--- config.mk ---
export PLATFORM = sky130hd
export DESIGN_NAME = unified_memory_arbiter_flat
export DESIGN_NICKNAME = d
export VERILOG_FILES = /design/src/rtl/unified_memory_arbiter_if.sv /design/src/rtl/unified_memory_arbiter.sv /design/src/flat_wrapper.sv
export SDC_FILE = /design/constraint.sdc
export NUM_CORES = 1
export LEC_CHECK = 0
export ABC_AREA = 1
export CORE_ASPECT_RATIO = 1.4
export CORE_MARGIN = 1.5
export CORE_UTILIZATION = 35
export DETAILED_ROUTE_END_ITERATION = 12
export PLACE_DENSITY = 0.68
export SLEW_MARGIN = 20
export SYNTH_ARGS = -nofsm -noshare
export SYNTH_HDL_FRONTEND = slang
export SYNTH_SLANG_ARGS = --single-unit
--- constraint.sdc ---
create_clock -name clock -period 2.6 [get_ports clock]
set_input_delay 0.52 -clock clock [delete_from_list [all_inputs] [get_ports clock]]
set_output_delay 0.52 -clock clock [all_outputs]
set_load 0.005 [all_outputs]
--- src/rtl/unified_memory_arbiter_if.sv ---
// Bus bundle for the unified memory arbiter: the IF and MEM requester
// handshakes, the single RAM port, and the stall / performance outputs.
// The arbiter uses the slave modport; the requesters and RAM model use master.
interface unified_memory_arbiter_if #(
   parameter int ADDR_WIDTH = 32,
   parameter int DATA_WIDTH = 32
);
   // instruction-fetch requester
   logic                  if_req;
   logic [ADDR_WIDTH-1:0] if_addr;
   logic [DATA_WIDTH-1:0] if_rdata;
   logic                  if_valid;
   // data-memory requester
   logic                  mem_req;
   logic                  mem_we;
   logic [ADDR_WIDTH-1:0] mem_addr;
   logic [DATA_WIDTH-1:0] mem_wdata;
   logic [DATA_WIDTH-1:0] mem_rdata;
   logic                  mem_valid;
   // unified RAM port
   logic                  ram_en;
   logic                  ram_we;
   logic [ADDR_WIDTH-1:0] ram_addr;
   logic [DATA_WIDTH-1:0] ram_wdata;
   logic [DATA_WIDTH-1:0] ram_rdata;
   // pipeline stall feedback and performance counter
   logic                  stall_if;
   logic                  stall_mem;
   logic [31:0]           stall_cycles;

   modport slave (
      input  if_req, if_addr, mem_req, mem_we, mem_addr, mem_wdata, ram_rdata,
      output if_rdata, if_valid, mem_rdata, mem_valid,
             ram_en, ram_we, ram_addr, ram_wdata,
             stall_if, stall_mem, stall_cycles
   );

   modport master (
      output if_req, if_addr, mem_req, mem_we, mem_addr, mem_wdata, ram_rdata,
      input  if_rdata, if_valid, mem_rdata, mem_valid,
             ram_en, ram_we, ram_addr, ram_wdata,
             stall_if, stall_mem, stall_cycles
   );
endinterface

--- src/rtl/unified_memory_arbiter.sv ---
// Shares one single-ported, fixed-latency RAM between instruction fetch (IF)
// and data memory (MEM). One access is in flight at a time; MEM wins
// conflicts unless IF has lost FETCH_STARVE_LIMIT conflicts in a row.
module unified_memory_arbiter #(
   parameter int ADDR_WIDTH         = 32,
   parameter int DATA_WIDTH         = 32,
   parameter int MEM_LATENCY        = 1,
   parameter int FETCH_STARVE_LIMIT = 4
) (
   input  logic                    clock,
   input  logic                    reset,
   unified_memory_arbiter_if.slave bus_io
);
   localparam int LAT_W = $clog2(MEM_LATENCY + 1);
   localparam int STV_W = $clog2(FETCH_STARVE_LIMIT + 1);

   typedef enum logic [1:0] {IDLE, ISSUE, WAIT, DONE} state_t;

   state_t                state_q;
   logic                  owner_mem_q;     // 1: MEM owns the access, 0: IF
   logic [LAT_W-1:0]      lat_q;
   logic [STV_W-1:0]      starve_q;
   logic                  ram_en_q;
   logic                  ram_we_q;
   logic [ADDR_WIDTH-1:0] ram_addr_q;
   logic [DATA_WIDTH-1:0] ram_wdata_q;
   logic                  if_valid_q;
   logic                  mem_valid_q;
   logic [DATA_WIDTH-1:0] if_rdata_q;
   logic [DATA_WIDTH-1:0] mem_rdata_q;
   logic [31:0]           stall_cycles_q;
   logic [31:0]           stall_cycles_d;

   logic                  if_elig;
   logic                  mem_elig;
   logic                  starved;
   logic                  grant_mem;
   logic                  stall_if;
   logic                  stall_mem;

   // Eligibility, arbitration choice, stall flags and saturating stall count
   always_comb begin
      // A requester completing this cycle still holds req; it must not be re-granted.
      if_elig   = bus_io.if_req  & ~if_valid_q;
      mem_elig  = bus_io.mem_req & ~mem_valid_q;
      starved   = (starve_q == STV_W'(FETCH_STARVE_LIMIT));
      grant_mem = mem_elig & ~(if_elig & starved);
      stall_if  = bus_io.if_req  & ~if_valid_q;
      stall_mem = bus_io.mem_req & ~mem_valid_q;
      stall_cycles_d = stall_cycles_q;
      if ((stall_if | stall_mem) && (stall_cycles_q != 32'hFFFF_FFFF)) begin
         stall_cycles_d = stall_cycles_q + 32'd1;
      end
   end

   // Access sequencer: grant in IDLE, strobe RAM in ISSUE, count latency in WAIT, pulse valid in DONE
   always_ff @(posedge clock) begin
      if (reset) begin
         state_q     <= IDLE;
         owner_mem_q <= 1'b0;
         lat_q       <= '0;
         starve_q    <= '0;
         ram_en_q    <= 1'b0;
         ram_we_q    <= 1'b0;
         ram_addr_q  <= '0;
         ram_wdata_q <= '0;
         if_valid_q  <= 1'b0;
         mem_valid_q <= 1'b0;
         if_rdata_q  <= '0;
         mem_rdata_q <= '0;
      end else begin
         case (state_q)
            IDLE: begin
               if (if_elig | mem_elig) begin
                  owner_mem_q <= grant_mem;
                  ram_en_q    <= 1'b1;
                  state_q     <= ISSUE;
                  if (grant_mem) begin
                     ram_we_q    <= bus_io.mem_we;
                     ram_addr_q  <= bus_io.mem_addr;
                     ram_wdata_q <= bus_io.mem_wdata;
                     // Only a real conflict counts against fetch.
                     if (if_elig) begin
                        starve_q <= starve_q + STV_W'(1);
                     end
                  end else begin
                     ram_we_q    <= 1'b0;
                     ram_addr_q  <= bus_io.if_addr;
                     ram_wdata_q <= '0;
                     starve_q    <= '0;
                  end
               end
            end
            ISSUE: begin
               ram_en_q <= 1'b0;
               lat_q    <= LAT_W'(MEM_LATENCY);
               state_q  <= WAIT;
            end
            WAIT: begin
               if (lat_q == LAT_W'(1)) begin
                  state_q <= DONE;
                  if (owner_mem_q) begin
                     mem_valid_q <= 1'b1;
                     // Stores complete with a pulse but leave the load result untouched.
                     if (!ram_we_q) begin
                        mem_rdata_q <= bus_io.ram_rdata;
                     end
                  end else begin
                     if_valid_q <= 1'b1;
                     if_rdata_q <= bus_io.ram_rdata;
                  end
               end else begin
                  lat_q <= lat_q - LAT_W'(1);
               end
            end
            DONE: begin
               if_valid_q  <= 1'b0;
               mem_valid_q <= 1'b0;
               state_q     <= IDLE;
            end
            default: state_q <= IDLE;
         endcase
      end
   end

   // Stall-cycle performance counter
   always_ff @(posedge clock) begin
      if (reset) begin
         stall_cycles_q <= '0;
      end else begin
         stall_cycles_q <= stall_cycles_d;
      end
   end

   assign bus_io.ram_en       = ram_en_q;
   assign bus_io.ram_we       = ram_we_q;
   assign bus_io.ram_addr     = ram_addr_q;
   assign bus_io.ram_wdata    = ram_wdata_q;
   assign bus_io.if_rdata     = if_rdata_q;
   assign bus_io.if_valid     = if_valid_q;
   assign bus_io.mem_rdata    = mem_rdata_q;
   assign bus_io.mem_valid    = mem_valid_q;
   assign bus_io.stall_if     = stall_if;
   assign bus_io.stall_mem    = stall_mem;
   assign bus_io.stall_cycles = stall_cycles_q;
endmodule

--- src/flat_wrapper.sv ---
// flat-port wrapper written by rule: the top's interface ports become plain ports
module unified_memory_arbiter_flat 
#(
   parameter int ADDR_WIDTH         = 32,
   parameter int DATA_WIDTH         = 32,
   parameter int MEM_LATENCY        = 1,
   parameter int FETCH_STARVE_LIMIT = 4
)
  (clock, reset, bus_io_if_req, bus_io_if_addr, bus_io_mem_req, bus_io_mem_we, bus_io_mem_addr, bus_io_mem_wdata, bus_io_ram_rdata, bus_io_if_rdata, bus_io_if_valid, bus_io_mem_rdata, bus_io_mem_valid, bus_io_ram_en, bus_io_ram_we, bus_io_ram_addr, bus_io_ram_wdata, bus_io_stall_if, bus_io_stall_mem, bus_io_stall_cycles);
  unified_memory_arbiter_if #(.ADDR_WIDTH(ADDR_WIDTH), .DATA_WIDTH(DATA_WIDTH)) bus_io_i ();
  input  logic clock;
  input  logic reset;
  input wire logic [$bits(bus_io_i.if_req)-1:0] bus_io_if_req;
  input wire logic [$bits(bus_io_i.if_addr)-1:0] bus_io_if_addr;
  input wire logic [$bits(bus_io_i.mem_req)-1:0] bus_io_mem_req;
  input wire logic [$bits(bus_io_i.mem_we)-1:0] bus_io_mem_we;
  input wire logic [$bits(bus_io_i.mem_addr)-1:0] bus_io_mem_addr;
  input wire logic [$bits(bus_io_i.mem_wdata)-1:0] bus_io_mem_wdata;
  input wire logic [$bits(bus_io_i.ram_rdata)-1:0] bus_io_ram_rdata;
  output wire logic [$bits(bus_io_i.if_rdata)-1:0] bus_io_if_rdata;
  output wire logic [$bits(bus_io_i.if_valid)-1:0] bus_io_if_valid;
  output wire logic [$bits(bus_io_i.mem_rdata)-1:0] bus_io_mem_rdata;
  output wire logic [$bits(bus_io_i.mem_valid)-1:0] bus_io_mem_valid;
  output wire logic [$bits(bus_io_i.ram_en)-1:0] bus_io_ram_en;
  output wire logic [$bits(bus_io_i.ram_we)-1:0] bus_io_ram_we;
  output wire logic [$bits(bus_io_i.ram_addr)-1:0] bus_io_ram_addr;
  output wire logic [$bits(bus_io_i.ram_wdata)-1:0] bus_io_ram_wdata;
  output wire logic [$bits(bus_io_i.stall_if)-1:0] bus_io_stall_if;
  output wire logic [$bits(bus_io_i.stall_mem)-1:0] bus_io_stall_mem;
  output wire logic [$bits(bus_io_i.stall_cycles)-1:0] bus_io_stall_cycles;
  assign bus_io_i.if_req = bus_io_if_req;
  assign bus_io_i.if_addr = bus_io_if_addr;
  assign bus_io_i.mem_req = bus_io_mem_req;
  assign bus_io_i.mem_we = bus_io_mem_we;
  assign bus_io_i.mem_addr = bus_io_mem_addr;
  assign bus_io_i.mem_wdata = bus_io_mem_wdata;
  assign bus_io_i.ram_rdata = bus_io_ram_rdata;
  assign bus_io_if_rdata = bus_io_i.if_rdata;
  assign bus_io_if_valid = bus_io_i.if_valid;
  assign bus_io_mem_rdata = bus_io_i.mem_rdata;
  assign bus_io_mem_valid = bus_io_i.mem_valid;
  assign bus_io_ram_en = bus_io_i.ram_en;
  assign bus_io_ram_we = bus_io_i.ram_we;
  assign bus_io_ram_addr = bus_io_i.ram_addr;
  assign bus_io_ram_wdata = bus_io_i.ram_wdata;
  assign bus_io_stall_if = bus_io_i.stall_if;
  assign bus_io_stall_mem = bus_io_i.stall_mem;
  assign bus_io_stall_cycles = bus_io_i.stall_cycles;
  unified_memory_arbiter #(.ADDR_WIDTH(ADDR_WIDTH), .DATA_WIDTH(DATA_WIDTH), .MEM_LATENCY(MEM_LATENCY), .FETCH_STARVE_LIMIT(FETCH_STARVE_LIMIT)) u_core (.clock(clock), .reset(reset), .bus_io(bus_io_i));
endmodule
==> out/results.txt, run 1 <==
Outcome - finished, final reports clean
First-pass iteration count of the detailed router - 5
PortBufs - 298
Nets - 1401
Tmin final - 2.27 ns
Final Max Tran Viols - 0
Io pins - 299
Clock-pin slew on the worst setup and hold paths - 0.07 ns
Fill cell count - 1942
Unrepaired setup endpoints after global routing - no
# rows - 61
Postcts setup bufs - 0
Placed insts - 1493
DRT iter0 DRCs - 530
Synthesized instance count - 988
Layout Cells excl Fill - 1525
Final hold viol count - 0
Setup TNS - 0 ns
Setup Viol. Count Final - 0
Most common cell in the synthesized netlist - nand2_1
Pwr Total - 8120 µW
Crit path arrival time - 1.75 ns
Ant diodes - 0
Static Leak - 0.00410 µW
Root Buffer - clkbuf_16
Area leader, netlist - dfxtp_1
RePlAce Congestion - 0.902
CP startpoint kind - input port
HPWL after detailed placement - 16100 µm
Post-synth cell types - 30
Worst slew pin tran - 0.882 ns
Core Area - 20000 µm²
Synthesized area - 7190 µm²
CTS tree - built
FF+latch area - 3420 µm²
Fraction of registers with async set or reset after synthesis - 0
Max Cap Viol - 0
Setup CP Type - input port to output pin
VDD IR-drop max - 0.000499 V
# DRC - 0
Vias in the first global route - 6940
Slowest cell delay on critical path - 0.55 ns
Die area - 21400 µm²
Primary FF master, synth - dfxtp_1
DP Worst Slack - 0.292 ns
Total track usage - 0.216
Final Worst Setup Slack - 0.327 ns
Yosys warnings - 0
Max Fclk - 440 MHz
Top cells by area, synth - dfxtp_1 (48%), nand2_1 (12%), nor2_1 (11%)
Largest net degree at the start of global routing - 94
Avg Vias per Cell - 4.87
Top cells by count, synth - nand2_1 (226), nor2_1 (203), dfxtp_1 (171)
# hold bufs at CTS - 0
DR WL/cell - 15.3 µm
Worst slew margin - 0.412
Power Density - 740 nW/µm²
Share of the synthesized area in the top cell type - 0.476
Detailed Route WL - 23400 µm
CP Data Required Time - 2.08 ns
H-tree levels - 4
Die Ht - 173 µm
Yosys reg bits - 171
Cts repair resizes - 0
Clk_lat worst skew - 0.42 ns
Area growth syn-to-layout - 52.5%
Slowest stage cell, crit path - clkdlybuf4s50_1
Syn avg cell area - 7.28 µm²
Global route overflow - 0
Worst Path Max Fanout - 3
Initial antenna violation count - 1
Number of synthesized flops with an enable pin - 0
Post-route ant nets - 0
Crit path cell chain - clkdlybuf4s50_1 > nand2_2 > inv_1 > clkdlybuf4s50_1
Initial Util - 0.360
Multi-input gate area - 3370 µm²
Hold Path Class - flip-flop to flip-flop
Top cell by count, worst path - clkdlybuf4s50_1
Crit path capture type - output pin
Clock tree buffer depth - 2
CTS buffer count - 17
CP top delay family - buffers and inverters
First-pass GRT wire length - 36400 µm
Clock sinks - 171
Layout Skew - 0.0147 ns
CP Buf/Inv Count - 3
Routed vias - 7432
Final worst path period share - 0.874
Sequential area share after synthesis - 0.476
Share of post-route cells with drive strength above 1 - 0.0660
Overall die width - 124 µm
Syn nets - 1129
-- cell families after synthesis --
family                   count (synthesis)  share of synthesized area
buffers and inverters                   93                     0.0576
XOR/XNOR                                 6                    0.00731
AO/OA/AOI/OAI                          172                      0.126
flip-flops                             171                      0.476
AND/OR/NAND/NOR                        538                      0.319
adder cells (fa/ha/maj)                  8                     0.0139
-- metrics by stage --
step                      utilization  cell area, µm²  hold slack (ns)
after CTS                       0.548           11000            0.465
after global placement          0.518           10400            0.450
final                           0.548           11000            0.464
after global routing            0.548           11000            0.480
after floorplan                     -            7190            0.455
after detailed placement        0.518           10400            0.454
-- cells in the final DEF, fill, tap and decap left out, types with 10 or more instances in the layout --
cell type,instances
dfxtp_1,171
a21oi_1,69
a31oi_1,32
nand3_1,59
clkdlybuf4s50_1,297
nand4_1,10
inv_1,32
nor2_1,201
clkbuf_16,17
nand2_1,226
nand3_2,13
o21ai_0,69
-- tightest hold or removal path, cell delays in order (launching register included) --
cell,delay [ns]
dfxtp_1,0.31
nand2_1,0.06
a21oi_1,0.05
-- final timing paths --
kind,startpoint,endpoint,slack [ns],cells past startpoint
max,bus_io_if_req,bus_io_stall_if,0.33,4
min,u_core.bus_io.ram_wdata[4],u_core.bus_io.ram_wdata[4],0.46,2
max reg2reg,u_core.bus_io.stall_cycles[0],u_core.bus_io.stall_cycles[2],0.50,10
min reg2reg,u_core.bus_io.ram_wdata[4],u_core.bus_io.ram_wdata[4],0.46,2
-- where the power goes --
part	switching, µW	internal (µW)	total, µW
Clock	1200	1380	2580
Combinational	1210	1140	2360
Sequential	200	2980	3180
Total	2620	5500	8120
-- area by class of cell --
type	instances	area share
inverters	36	0.0126
multi-input cells	724	0.307
repair buffers	310	0.284
well taps	252	0.0288
flip-flops and latches	171	0.312
clock buffers	17	0.0388
clock inverters	15	0.0160
-- registers in the layout, summed over array words and instances, names as in the netlist --
signal	flops
u_core.bus_io.ram_we	1
u_core.bus_io.ram_wdata	32
u_core.bus_io.ram_addr	32
u_core.state_q	2
u_core.bus_io.ram_en	1
u_core.starve_q	3
u_core.bus_io.mem_valid	1
u_core.lat_q	1
u_core.bus_io.stall_cycles	32
u_core.bus_io.if_rdata	32
u_core.bus_io.mem_rdata	32
u_core.owner_mem_q	1
u_core.bus_io.if_valid	1
-- layer usage --
layer,vias to the layer above,track usage,wire [µm]
li1,3757,-,-
met1,3377,0.264,9610
met2,246,0.360,11700
met3,50,0.0511,1250
met4,2,0.0914,859
met5,-,0,13
Note: power is estimated with default switching activity, not from simulation.
==> run 2: changes to the inputs <==
- SETUP_SLACK_MARGIN: unset -> 0.05
==> results of run 2 <==
No change in the layout: final DEF, timing and power equal those of run 1.
==> run 3: changes to the inputs <==
- CAP_MARGIN: unset -> 5
- CORE_MARGIN: 1.5 -> 2
==> out/results.txt, run 3 (synthesis results as in run 1) <==
Worst Path Max Fanout - 3
R2R cell count - 11
Placed insts - 1502
DR WL/cell - 15.6 µm
Largest net degree at the start of global routing - 79
Worst hold slack - 0.463 ns
Final Max Tran Viols - 0
Total track usage - 0.219
Initial antenna violation count - 1
Nets - 1406
CP startpoint kind - input port
VDD IR-drop max - 0.000452 V
# hold bufs at CTS - 0
Max Fclk - 444 MHz
Clk_lat worst skew - 0.44 ns
PortBufs - 298
HPWL after detailed placement - 16700 µm
Outcome - finished, final reports clean
Core Area - 20300 µm²
Hold Path Class - flip-flop to flip-flop
DRT iter0 DRCs - 501
Worst slew pin tran - 0.860 ns
Static Leak - 0.00414 µW
Final hold viol count - 0
Die Ht - 174 µm
CTS buffer count - 17
First-pass GRT wire length - 38000 µm
Global route overflow - 0
Hold-critical path depth - 2
Io pins - 299
# DRC - 0
Share of post-route cells with drive strength above 1 - 0.0696
Crit path capture type - output pin
# rows - 62
R2R Setup Slk - 0.59 ns
CP Data Required Time - 2.08 ns
Worst slew margin - 0.427
Setup Viol. Count Final - 0
Post-route ant nets - 0
Critical R2R Launch - u_core.bus_io.stall_cycles[1]
Root Buffer - clkbuf_16
First-pass iteration count of the detailed router - 5
Commonest cells after routing, fill and taps aside - clkdlybuf4s50_1 (297), nand2_1 (226), nor2_1 (201), dfxtp_1 (171)
Max Cap Viol - 0
Setup CP Type - input port to output pin
Layout Skew - 0.00991 ns
Layout Cells excl Fill - 1535
Clock-pin slew on the worst setup and hold paths - 0.06 ns
Clock sinks - 171
Final worst path period share - 0.867
Vias in the first global route - 7071
Crit path arrival time - 1.73 ns
Most common cell after layout, fill and taps aside - clkdlybuf4s50_1
Tmin final - 2.25 ns
Critical Path Start - bus_io_if_req
Overall die width - 125 µm
Initial Util - 0.354
Worst Hold Launch - u_core.bus_io.ram_wdata[5]
Routed vias - 7533
Die area - 21700 µm²
Worst R2R End - u_core.bus_io.stall_cycles[22]
Unrepaired setup endpoints after global routing - no
H-tree levels - 4
Power Density - 745 nW/µm²
Setup TNS - 0 ns
DR top layer - met4
RePlAce Congestion - 0.862
Wire length on met1 - 9710 µm
Area growth syn-to-layout - 53.4%
Avg Vias per Cell - 4.91
CTS tree - built
Cts repair resizes - 0
Detailed Route WL - 24000 µm
WL met3 - 1420 µm
Postcts setup bufs - 0
Hold path endpoint - u_core.bus_io.ram_wdata[5]
Clock tree buffer depth - 2
Met2 WL - 11800 µm
-- run 3: changes by cell type in the layout (fill, tap and decap cells not counted), moves of 3 or more --
cell	change
buf_4	+3
clkinv_2	+3
clkinv_8	-3
inv_6	-3
-- run 3: worst max-delay path: stages --
cell and delay, ns:
clkdlybuf4s50_1 0.51, nand2_2 0.10, inv_1 0.10, clkdlybuf4s50_1 0.51
-- run 3: layer usage --
| layer | up-vias | global-route usage |
|---|---|---|
| li1 | 3773 | - |
| met1 | 3440 | 0.259 |
| met2 | 263 | 0.364 |
| met3 | 57 | 0.0562 |
| met4 | 0 | 0.115 |
| met5 | - | 0 |
-- run 3: area by class of cell --
class | instances | area [µm²]
Clock buffer | 18 | 429
Multi-Input combinational cell | 724 | 3360
Inverter | 36 | 138
Sequential cell | 171 | 3420
Fill cell | 1943 | 9300
Clock inverter | 14 | 170
Antenna cell | 1 | 2.50
Tap cell | 256 | 320
Timing Repair Buffer | 315 | 3180
-- run 3: how the worst max path moves through the flow --
stage	endpoint	slack [ns]
after global placement	bus_io_stall_if	0.35
after global routing	bus_io_stall_if	0.30
after CTS	bus_io_stall_if	0.33
after detailed placement	bus_io_stall_if	0.33
final	bus_io_stall_if	0.35
after floorplan	u_core.bus_io.stall_cycles[15]	1.03
-- run 3: stage by stage --
step | setup WS, ns | instance area (µm²) | power [µW] | utilization
2_1_floorplan | 1.03 | 7190 | 4330 | -
3_3_place_gp | 0.352 | 10400 | 5620 | 0.513
3_5_place_dp | 0.327 | 10400 | 5640 | 0.513
4_1_cts | 0.327 | 11000 | 8300 | 0.542
5_1_grt | 0.302 | 11000 | 8630 | 0.542
6_report | 0.346 | 11000 | 8210 | 0.542
-- run 3: where the power goes --
part	internal, µW	switching (µW)
Combinational	1160	1240
Sequential	2980	196
Clock	1520	1120
Total	5660	2550
